--- src/rtl/alu_seq_ctrl.sv ---
// alu_seq_ctrl: sequential 16-bit ALU controller.
// Single-cycle logic/arith ops finish one cycle after acceptance. Signed
// multiply (radix-2 Booth) and unsigned divide (restoring) take 16
// iterations. The result is held in DONE until the consumer accepts it.
module alu_seq_ctrl (
  input  logic        clk,
  input  logic        rst,
  input  logic        cmd_valid,
  output logic        cmd_ready,
  input  logic [3:0]  cmd_op,
  input  logic [15:0] cmd_a,
  input  logic [15:0] cmd_b,
  output logic        res_valid,
  input  logic        res_ready,
  output logic [31:0] res_data,
  output logic        res_err,
  output logic        busy
);

  localparam logic [3:0] OP_INV  = 4'b0000;
  localparam logic [3:0] OP_OR   = 4'b0001;
  localparam logic [3:0] OP_AND  = 4'b0010;
  localparam logic [3:0] OP_XOR  = 4'b0011;
  localparam logic [3:0] OP_ADD  = 4'b0100;
  localparam logic [3:0] OP_SUB  = 4'b0101;
  localparam logic [3:0] OP_SHR1 = 4'b0110;
  localparam logic [3:0] OP_SHL1 = 4'b0111;
  localparam logic [3:0] OP_MUL  = 4'b1000;
  localparam logic [3:0] OP_DIV  = 4'b1001;

  typedef enum logic [1:0] {
    ST_IDLE = 2'b00,
    ST_EXEC = 2'b01,
    ST_DONE = 2'b10
  } state_t;

  state_t      state_r;
  logic [4:0]  cnt_r;
  logic [3:0]  op_r;
  logic [15:0] a_r;
  // acc_r is the Booth A register (17 bits so subtracting -32768 cannot
  // overflow) and doubles as the divider partial remainder.
  logic [16:0] acc_r;
  // q_r is the Booth multiplier/product-low register, or the divider
  // dividend/quotient register.
  logic [15:0] q_r;
  logic        qm1_r;
  // m_r holds the multiplicand (mul) or the divisor (div).
  logic [15:0] m_r;

  logic        cmd_ready_r;
  logic        res_valid_r;
  logic [31:0] res_data_r;
  logic        res_err_r;
  logic        busy_r;

  logic [31:0] single_data_s;
  logic        single_err_s;
  logic [16:0] add_s;
  logic [16:0] sub_s;

  logic [16:0] booth_sum_s;
  logic [16:0] booth_acc_s;
  logic [15:0] booth_q_s;
  logic        booth_qm1_s;

  logic [16:0] div_shift_s;
  logic [17:0] div_diff_s;
  logic [16:0] div_rem_s;
  logic [15:0] div_q_s;

  assign cmd_ready = cmd_ready_r;
  assign res_valid = res_valid_r;
  assign res_data  = res_data_r;
  assign res_err   = res_err_r;
  assign busy      = busy_r;

  // Result of the one-cycle opcodes, computed straight from the command inputs.
  always_comb begin
    single_data_s = 32'h0000_0000;
    single_err_s  = 1'b0;
    add_s         = {1'b0, cmd_a} + {1'b0, cmd_b};
    sub_s         = {1'b0, cmd_a} - {1'b0, cmd_b};
    case (cmd_op)
      OP_INV:  single_data_s = {16'h0000, ~cmd_a};
      OP_OR:   single_data_s = {16'h0000, cmd_a | cmd_b};
      OP_AND:  single_data_s = {16'h0000, cmd_a & cmd_b};
      OP_XOR:  single_data_s = {16'h0000, cmd_a ^ cmd_b};
      OP_ADD:  single_data_s = {15'h0000, add_s};
      OP_SUB:  single_data_s = {15'h0000, sub_s};
      OP_SHR1: single_data_s = {16'h0000, 1'b0, cmd_a[15:1]};
      OP_SHL1: single_data_s = {16'h0000, cmd_a[14:0], 1'b0};
      OP_MUL:  single_data_s = 32'h0000_0000;
      OP_DIV:  single_data_s = 32'h0000_0000;
      default: begin
        single_data_s = 32'h0000_0000;
        single_err_s  = 1'b1;
      end
    endcase
  end

  // One Booth step: add/subtract the multiplicand, then arithmetic shift {A,Q,q-1}.
  always_comb begin
    booth_sum_s = acc_r;
    case ({q_r[0], qm1_r})
      2'b01:   booth_sum_s = acc_r + {m_r[15], m_r};
      2'b10:   booth_sum_s = acc_r - {m_r[15], m_r};
      default: booth_sum_s = acc_r;
    endcase
    booth_acc_s = {booth_sum_s[16], booth_sum_s[16:1]};
    booth_q_s   = {booth_sum_s[0], q_r[15:1]};
    booth_qm1_s = q_r[0];
  end

  // One restoring-division step: shift in the next dividend bit, trial subtract.
  always_comb begin
    div_shift_s = {acc_r[15:0], q_r[15]};
    div_diff_s  = {1'b0, div_shift_s} - {2'b00, m_r};
    if (div_diff_s[17] == 1'b0) begin
      div_rem_s = div_diff_s[16:0];
      div_q_s   = {q_r[14:0], 1'b1};
    end else begin
      div_rem_s = div_shift_s;
      div_q_s   = {q_r[14:0], 1'b0};
    end
  end

  // Control FSM with registered handshake outputs and iterative datapath.
  always_ff @(posedge clk) begin
    if (rst) begin
      state_r     <= ST_IDLE;
      cnt_r       <= 5'd0;
      op_r        <= 4'd0;
      a_r         <= 16'h0000;
      acc_r       <= 17'h0_0000;
      q_r         <= 16'h0000;
      qm1_r       <= 1'b0;
      m_r         <= 16'h0000;
      cmd_ready_r <= 1'b1;
      res_valid_r <= 1'b0;
      res_data_r  <= 32'h0000_0000;
      res_err_r   <= 1'b0;
      busy_r      <= 1'b0;
    end else begin
      case (state_r)
        ST_IDLE: begin
          if (cmd_valid && cmd_ready_r) begin
            op_r        <= cmd_op;
            a_r         <= cmd_a;
            cnt_r       <= 5'd0;
            cmd_ready_r <= 1'b0;
            busy_r      <= 1'b1;
            if ((cmd_op == OP_MUL) || (cmd_op == OP_DIV)) begin
              state_r <= ST_EXEC;
              acc_r   <= 17'h0_0000;
              qm1_r   <= 1'b0;
              if (cmd_op == OP_MUL) begin
                q_r <= cmd_b;
                m_r <= cmd_a;
              end else begin
                q_r <= cmd_a;
                m_r <= cmd_b;
              end
            end else begin
              state_r     <= ST_DONE;
              res_valid_r <= 1'b1;
              res_data_r  <= single_data_s;
              res_err_r   <= single_err_s;
            end
          end
        end
        ST_EXEC: begin
          cnt_r <= cnt_r + 5'd1;
          if (op_r == OP_MUL) begin
            acc_r <= booth_acc_s;
            q_r   <= booth_q_s;
            qm1_r <= booth_qm1_s;
          end else begin
            acc_r <= div_rem_s;
            q_r   <= div_q_s;
            qm1_r <= 1'b0;
          end
          // Sixteenth step: publish the result from this step's combinational output.
          if (cnt_r == 5'd15) begin
            state_r     <= ST_DONE;
            res_valid_r <= 1'b1;
            if (op_r == OP_MUL) begin
              res_data_r <= {booth_acc_s[15:0], booth_q_s};
              res_err_r  <= 1'b0;
            end else if (m_r == 16'h0000) begin
              res_data_r <= {a_r, 16'hFFFF};
              res_err_r  <= 1'b1;
            end else begin
              res_data_r <= {div_rem_s[15:0], div_q_s};
              res_err_r  <= 1'b0;
            end
          end
        end
        ST_DONE: begin
          if (res_ready) begin
            state_r     <= ST_IDLE;
            res_valid_r <= 1'b0;
            busy_r      <= 1'b0;
            cmd_ready_r <= 1'b1;
          end
        end
        default: begin
          state_r     <= ST_IDLE;
          res_valid_r <= 1'b0;
          busy_r      <= 1'b0;
          cmd_ready_r <= 1'b1;
        end
      endcase
    end
  end

endmodule

--- config.mk ---
export PLATFORM = sky130hd
export DESIGN_NAME = alu_seq_ctrl
export DESIGN_NICKNAME = d
export VERILOG_FILES = /design/src/rtl/alu_seq_ctrl.sv
export SDC_FILE = /design/constraint.sdc
export NUM_CORES = 1
export LEC_CHECK = 0
export BUFFER_PORTS_ARGS = -buffer_cell sky130_fd_sc_hd__buf_2
export CAP_MARGIN = 0
export CORE_ASPECT_RATIO = 2
export CORE_MARGIN = 2
export CORE_UTILIZATION = 50
export CTS_BUF_LIST = sky130_fd_sc_hd__clkbuf_4 sky130_fd_sc_hd__clkbuf_8
export DETAILED_ROUTE_END_ITERATION = 6
export GPL_TIMING_DRIVEN = 0
export PLACE_DENSITY_LB_ADDON = 0.12
export SYNTH_ARGS = -nofsm -noshare
export SYNTH_HDL_FRONTEND = slang
export SYNTH_SLANG_ARGS = --single-unit
--- constraint.sdc ---
create_clock -name clk -period 9.3 [get_ports clk]
set_input_delay 0.465 -clock clk [delete_from_list [all_inputs] [get_ports clk]]
set_output_delay 0.465 -clock clk [all_outputs]
set_load 0.02 [all_outputs]
==> results.toml, run 1 <==
[sta]
slew_violations = 0
max_freq_mhz = 188
grt_setup_unrepaired = "false"
fin_tns_setup_ns = 0
hold_viol = 0
fin_skew_ns = 0.0114
tightest_slew_ns = 1.38
period_share_pct = 57.2
slew_headroom_pct = 5.35
min_period_ns = 5.32
finalSetupViolCount = 0

[cells_and_area]
n_antenna_cell = 0
final_common_cell = "nand2_1"
layout-area-overhead-vs-synth_pct = 11.4
layout_common_cells = "nand2_1 (174), nor2_1 (131), a21oi_1 (127), dfxtp_1 (113), ha_1 (85)"
final_util_pct = 57.1
nets = 1485
drive_above_1_share_pct = 9.80

[drt]
dr.first_iter.drc_count = 479
vias = 9968
wire_per_inst_um = 22.6
dr.pass1.iters = 6
ant_nets = 0
drcViolationCount = 0
vias_per_cell = 6.29
routed_wl_mm = 35.8

[grt]
grt_use_total_pct = 36.2
grt_max_degree = 17
antenna_found_initial = 0
grt_pass1_wl_mm = 53.9
grt_pass1_vias = 9804
grt_remaining_overflow = 0

[logic_synthesis]
synth.distinct_cells = 68
yosysSeqAreaShare_pct = 24.1
syn_area_um2 = 9380
synth_top_family_by_area = "compound AO/OA/AOI/OAI gates"
postSynthCellCount = 1264
syn_nets = 1392
synth-simple-area-share_pct = 20.7
synth_adder_area_share_pct = 12.0
synthArstFlopShare_pct = 0
syn_avg_cell_area_um2 = 7.42
synth-xor-area-share_pct = 5.79
synth-compound-area-share_pct = 26.8
synth.area.mux_share_pct = 5.22
synthFlopType = "dfxtp_1"
synth_edf_count = 0
yosysWarnings = 0
synth-seq-cells = 113

[worst_setup_path]
cp.arrival_ns = 5.59
reg2reg_depth = 15
critical_path_buf_inv_count = 4
reg2reg_from = "q_r[0]"
critical_path_class = "input pin to flip-flop"
cp-start-kind = "input pin"
crit_required_ns = 9.57
endpoint_kind = "flip-flop"
cpLargestDelayFamily = "compound AO/OA/AOI/OAI gates"
max_stage_delay_ns = 1.18
slowest_stage = "a2111oi_0"
crit_fanout = 10
regToRegSetupSlack_ns = 5.02
cp_common_cell = "a21oi_1"
crit_chain = "buf_2 -> buf_2 -> nor2_1 -> and2_1 -> clkbuf_1 -> nand2_1 -> clkbuf_1 -> mux2i_1 -> fa_1 -> a21o_1 -> a21oi_1 -> nand2b_1 -> a21oi_1 -> a21oi_1 -> o21bai_1 -> xor2_1 -> a2111oi_0 -> nor4_1"
r2r-end = "res_data[31]"

[min_path]
min_path_cells = 3
worst_hold_path_type = "input pin to flip-flop"
min-delay-start = "cmd_op[1]"
whs_endpoint = "op_r[1]"

[cts]
clock_path_buffers = 2
cts_tree = "done"
cts-buffers-inserted = 17
cts_hold_buf = 0
path_clk_slew_ns = 0.07
htree_levels = 4
cts.sinks = 113
postCtsSetupBuffers = 0
cts_resized = 0
insertion_delay_ns = 0.44
clockRootBuffer = "clkbuf_8"

[pwr]
sw_frac_of_total_pct = 42.9
leakage_uw = 0.00428
power_switching_uw = 940
power_density_nw_per_um2 = 210
p_comb_share_pct = 51.3
pwr-share-seq_pct = 25.3
ir_drop_v = 0.000172
clkPwrFrac_pct = 23.3
p_int_uw = 1250

[placed_design]
gp_congestion = 0.939
io_buffers = 74
hpwl_mm = 29.2

[floorplan]
initial_utilization_pct = 51.2
ios = 76
core_um2 = 18300
rows = 70
die_w_um = 101
die_area_um2 = 19900
die_h_um = 198

[outcome]
outcome = "finished, final reports clean"

[run]
cap_violations = 0
kinds of logic after synthesis:
logic type | count (synthesis)
AND/OR/NAND/NOR | 436
multiplexers | 48
AO/OA/AOI/OAI | 386
flip-flops | 113
buffers and inverters | 131
XOR/XNOR | 62
adder cells (fa/ha/maj) | 88
metal layers:
metal  wire, µm  share of wire (%)  GRT usage [%]  up-vias
li1           -                  -              -     4743
met1      11600                 32           32.6     4659
met2      18700                 52           66.0      379
met3       1370                3.8           4.60      187
met4       4060                 11           35.6        0
met5          0                  0              0        -
sequential cells by signal, summed over array words and instances, names as in the netlist:
name and count:
m_r 16, cmd_ready 1, busy 1, cnt_r 5, state_r 2, res_err 1
res_data 32, q_r 16, op_r 4, res_valid 1, qm1_r 1, acc_r 17
a_r 16
worst min-delay path, stage by stage:
cell and delay, ns:
buf_2 0.14, nand2_1 0.06, a21oi_1 0.05
how the worst max path moves through the flow:
stage | start | endpoint | slack, ns | cells past startpoint
after global placement | cmd_op[3] | res_data[10] | 3.73 | 18
final | cmd_op[3] | res_data[10] | 3.98 | 18
after global routing | cmd_op[3] | res_data[10] | 3.75 | 18
after floorplan | cmd_op[3] | res_data[15] | 5.61 | 17
after detailed placement | cmd_op[3] | res_data[10] | 3.75 | 18
after CTS | cmd_op[3] | res_data[10] | 4.20 | 18
cell type report:
class                      count  area (µm²)
buffer                        67         273
clock buffer                  20         269
clock inverter                10         160
fill                        1888        7860
inverter                      64         240
multi-input combinational   1020        6600
sequential                   113        2260
tap                          216         270
timing repair buffer          74         370
power by group through the flow:
stage	clock [µW]	combinational, µW	sequential, µW
floorplan	0	790	568
detailed placement	0	1100	565
CTS	513	1110	554
finish	511	1120	555
global placement	0	1090	564
global route	535	1220	560
per-stage QoR:
step                      hold WS [ns]  cells  power (µW)  cell area, µm²  worst slack [ns]
final                            0.333   1584        2190           10400              3.98
after global routing             0.346   1584        2310           10400              3.75
after CTS                        0.319   1584        2180           10400              4.20
after detailed placement         0.437   1554        1660           10000              3.75
after global placement           0.425   1554        1660           10000              3.73
after floorplan                  0.429   1264        1360            9380              5.61
cells in the mapped netlist, types with 3 or more instances:
cell | number | area [µm²]
nand2_1 | 174 | 653
nor2_1 | 131 | 492
a21oi_1 | 127 | 636
dfxtp_1 | 113 | 2260
ha_1 | 85 | 1060
o21ai_0 | 65 | 325
inv_1 | 64 | 240
clkbuf_1 | 51 | 191
xnor2_1 | 46 | 403
mux2i_1 | 44 | 440
a211oi_1 | 35 | 263
nor3_1 | 34 | 170
o211ai_1 | 29 | 218
nand2b_1 | 23 | 144
nand3_1 | 21 | 105
xor2_1 | 16 | 140
a221oi_1 | 13 | 114
a32o_1 | 13 | 130
a31oi_1 | 11 | 68.8
a21o_1 | 10 | 75.1
a22oi_1 | 9 | 67.6
nor4_1 | 9 | 56.3
o31ai_1 | 9 | 67.6
and2_1 | 8 | 50.1
and3_1 | 8 | 50.1
buf_2 | 8 | 40.0
o22ai_1 | 8 | 50.1
a32oi_1 | 7 | 61.3
o21a_1 | 7 | 52.6
buf_1 | 6 | 22.5
or3_1 | 6 | 37.5
a22o_1 | 5 | 43.8
nor2b_1 | 5 | 31.3
o21ai_1 | 5 | 25.0
a222oi_1 | 4 | 40.0
or2_2 | 4 | 25.0
a2111oi_0 | 3 | 26.3
a211o_1 | 3 | 26.3
fa_1 | 3 | 60.1
mux2_2 | 3 | 33.8
nand4_1 | 3 | 18.8
o2111ai_1 | 3 | 26.3
o221ai_1 | 3 | 26.3
Note: power is estimated with default switching activity, not from simulation.
==> run 2, diff against run 1 <==
==> constraint.sdc (replaced) <==
create_clock -name clk -period 4.98 [get_ports clk]
set_input_delay 0.249 -clock clk [delete_from_list [all_inputs] [get_ports clk]]
set_output_delay 0.249 -clock clk [all_outputs]
set_load 0.02 [all_outputs]
==> run 2 against run 1 <==
Against the previous run: utilization hardly changed; total power grew 87%; combinational power up 88%; sequential cell count did not move; sequential share of layout area barely moved; hold slack worse by 0.22 ns; register-to-register slack worse by 4.3 ns; worst setup slack got worse by 3.7 ns; global-route usage unchanged; critical path type unchanged; largest cell class unchanged.
==> results.toml, run 2 (same netlist as run 1, synthesis figures left out) <==
[placed_design]
gp_congestion = 0.939
io_buffers = 74
dpl_worst_slack_ns = -0.359
hpwl_mm = 29.2
dp_cells = 1554

[drt]
wire_per_inst_um = 22.7
dr.pass1.iters = 6
vias_per_cell = 6.28
routed_wl_mm = 35.9
dr.first_iter.drc_count = 522
drcViolationCount = 0
vias = 9943
ant_nets = 0

[sta]
fin_skew_ns = 0.0115
grt_setup_unrepaired = "false"
min_period_ns = 4.74
fin_tns_setup_ns = 0
tightest_slew_ns = 1.31
slew_headroom_pct = 12.3
slew_violations = 0
max_freq_mhz = 211
layout_setup_ws_ns = 0.238
hold_viol = 0
finalSetupViolCount = 0
period_share_pct = 95.2

[pwr]
pwr-share-seq_pct = 25.3
power_switching_uw = 1760
ir_drop_v = 0.000320
p_comb_share_pct = 51.3
sw_frac_of_total_pct = 43.0
p_int_uw = 2330
power_density_nw_per_um2 = 392
leakage_uw = 0.00428
clkPwrFrac_pct = 23.4

[worst_setup_path]
reg2reg_depth = 15
endpoint = "res_data[10]"
r2r-end = "res_data[31]"
crit_required_ns = 5.27
cp.arrival_ns = 5.04
crit_fanout = 10
regToRegSetupSlack_ns = 0.69
critical_path_class = "input pin to flip-flop"
startpoint = "cmd_op[3]"
reg2reg_from = "q_r[0]"
cp-start-kind = "input pin"
endpoint_kind = "flip-flop"

[floorplan]
rows = 70
die_h_um = 198
die_area_um2 = 19900
ios = 76
die_w_um = 101
core_um2 = 18300
initial_utilization_pct = 51.2

[cts]
clockRootBuffer = "clkbuf_8"
cts_tree = "done"
cts.sinks = 113
cts-buffers-inserted = 17
cts_hold_buf = 0
insertion_delay_ns = 0.44
htree_levels = 4
path_clk_slew_ns = 0.07
clock_path_buffers = 2

[grt]
grt_remaining_overflow = 0
antenna_found_initial = 0
grt_max_degree = 17
grt_pass1_wl_mm = 53.9
grt_use_total_pct = 36.2
grt_pass1_vias = 9804

[cells_and_area]
layout-area-overhead-vs-synth_pct = 11.4
largest_register_ff_count = 32
final_common_cell = "nand2_1"
drive_above_1_share_pct = 9.80
nets = 1485
n_antenna_cell = 0
layout_common_cells = "nand2_1 (174), nor2_1 (131), a21oi_1 (127), dfxtp_1 (113), ha_1 (85)"
final_util_pct = 57.1
final_cells = 1584

[min_path]
worst_hold_path_type = "input pin to flip-flop"

[outcome]
outcome = "finished, final reports clean"

[run]
cap_violations = 0
[run 2: cell counts in the layout (fill, tap and decap cells not counted)]
No cell type changed its count.
[run 2: area by class of cell]
class                           count  area [µm²]
Fill cell                        1886        7860
Multi-Input combinational cell   1020        6610
Sequential cell                   113        2260
Timing Repair Buffer               74         370
Buffer                             67         273
Tap cell                          216         270
Clock buffer                       20         269
Inverter                           64         240
Clock inverter                     10         160
[run 2: stage by stage]
| stage | total power, µW | instance area, µm² | hold WS, ns |
|---|---|---|---|
| 5_1_grt | 4320 | 10500 | 0.130 |
| 3_3_place_gp | 3100 | 10000 | 0.425 |
| 6_report | 4090 | 10500 | 0.117 |
| 2_1_floorplan | 2540 | 9380 | 0.385 |
| 3_5_place_dp | 3110 | 10000 | 0.437 |
| 4_1_cts | 4060 | 10400 | 0.103 |
[run 2: per-layer routing]
| layer | GRT usage [%] | share of wire, % | vias to the layer above |
|---|---|---|---|
| li1 | - | - | 4733 |
| met1 | 32.6 | 32 | 4623 |
| met2 | 66.0 | 52 | 399 |
| met3 | 4.60 | 4.1 | 188 |
| met4 | 35.6 | 11 | 0 |
| met5 | 0 | 0 | - |
[run 2: worst min path at each step]
stage,start,end,slack [ns],depth (start not counted)
finish,cmd_op[1],op_r[1],0.12,3
global route,cmd_op[1],op_r[1],0.13,3
CTS,cmd_op[1],op_r[1],0.10,3
detailed placement,res_data[20],res_data[20],0.44,2
global placement,res_data[28],res_data[28],0.42,2
floorplan,cmd_a[13],a_r[13],0.38,2
[run 2: power groups by stage]
stage	combinational [µW]	sequential (µW)	clock, µW
2_1_floorplan	1480	1060	0
3_3_place_gp	2040	1050	0
6_report	2100	1040	956
4_1_cts	2070	1030	959
5_1_grt	2280	1050	999
3_5_place_dp	2050	1050	0
[run 2: critical path, stage by stage]
cell and delay (ns):
buf_2 0.10, buf_2 0.17, nor2_1 0.17, and2_1 0.27, clkbuf_1 0.58, nand2_1 0.26
clkbuf_1 0.32, mux2i_1 0.37, fa_1 0.27, a21o_1 0.12, a21oi_1 0.07, nand2b_1 0.18
a21oi_1 0.54, a21oi_1 0.16, o21bai_1 0.18, xor2_1 0.09, a2111oi_1 0.82, nor4_1 0.11
[run 2: timing repair]
item,CTS,global route
setup buffers,0,0
setup endpoints to repair,0,2
gates resized for setup,0,2
endpoints found under the hold margin,0,0
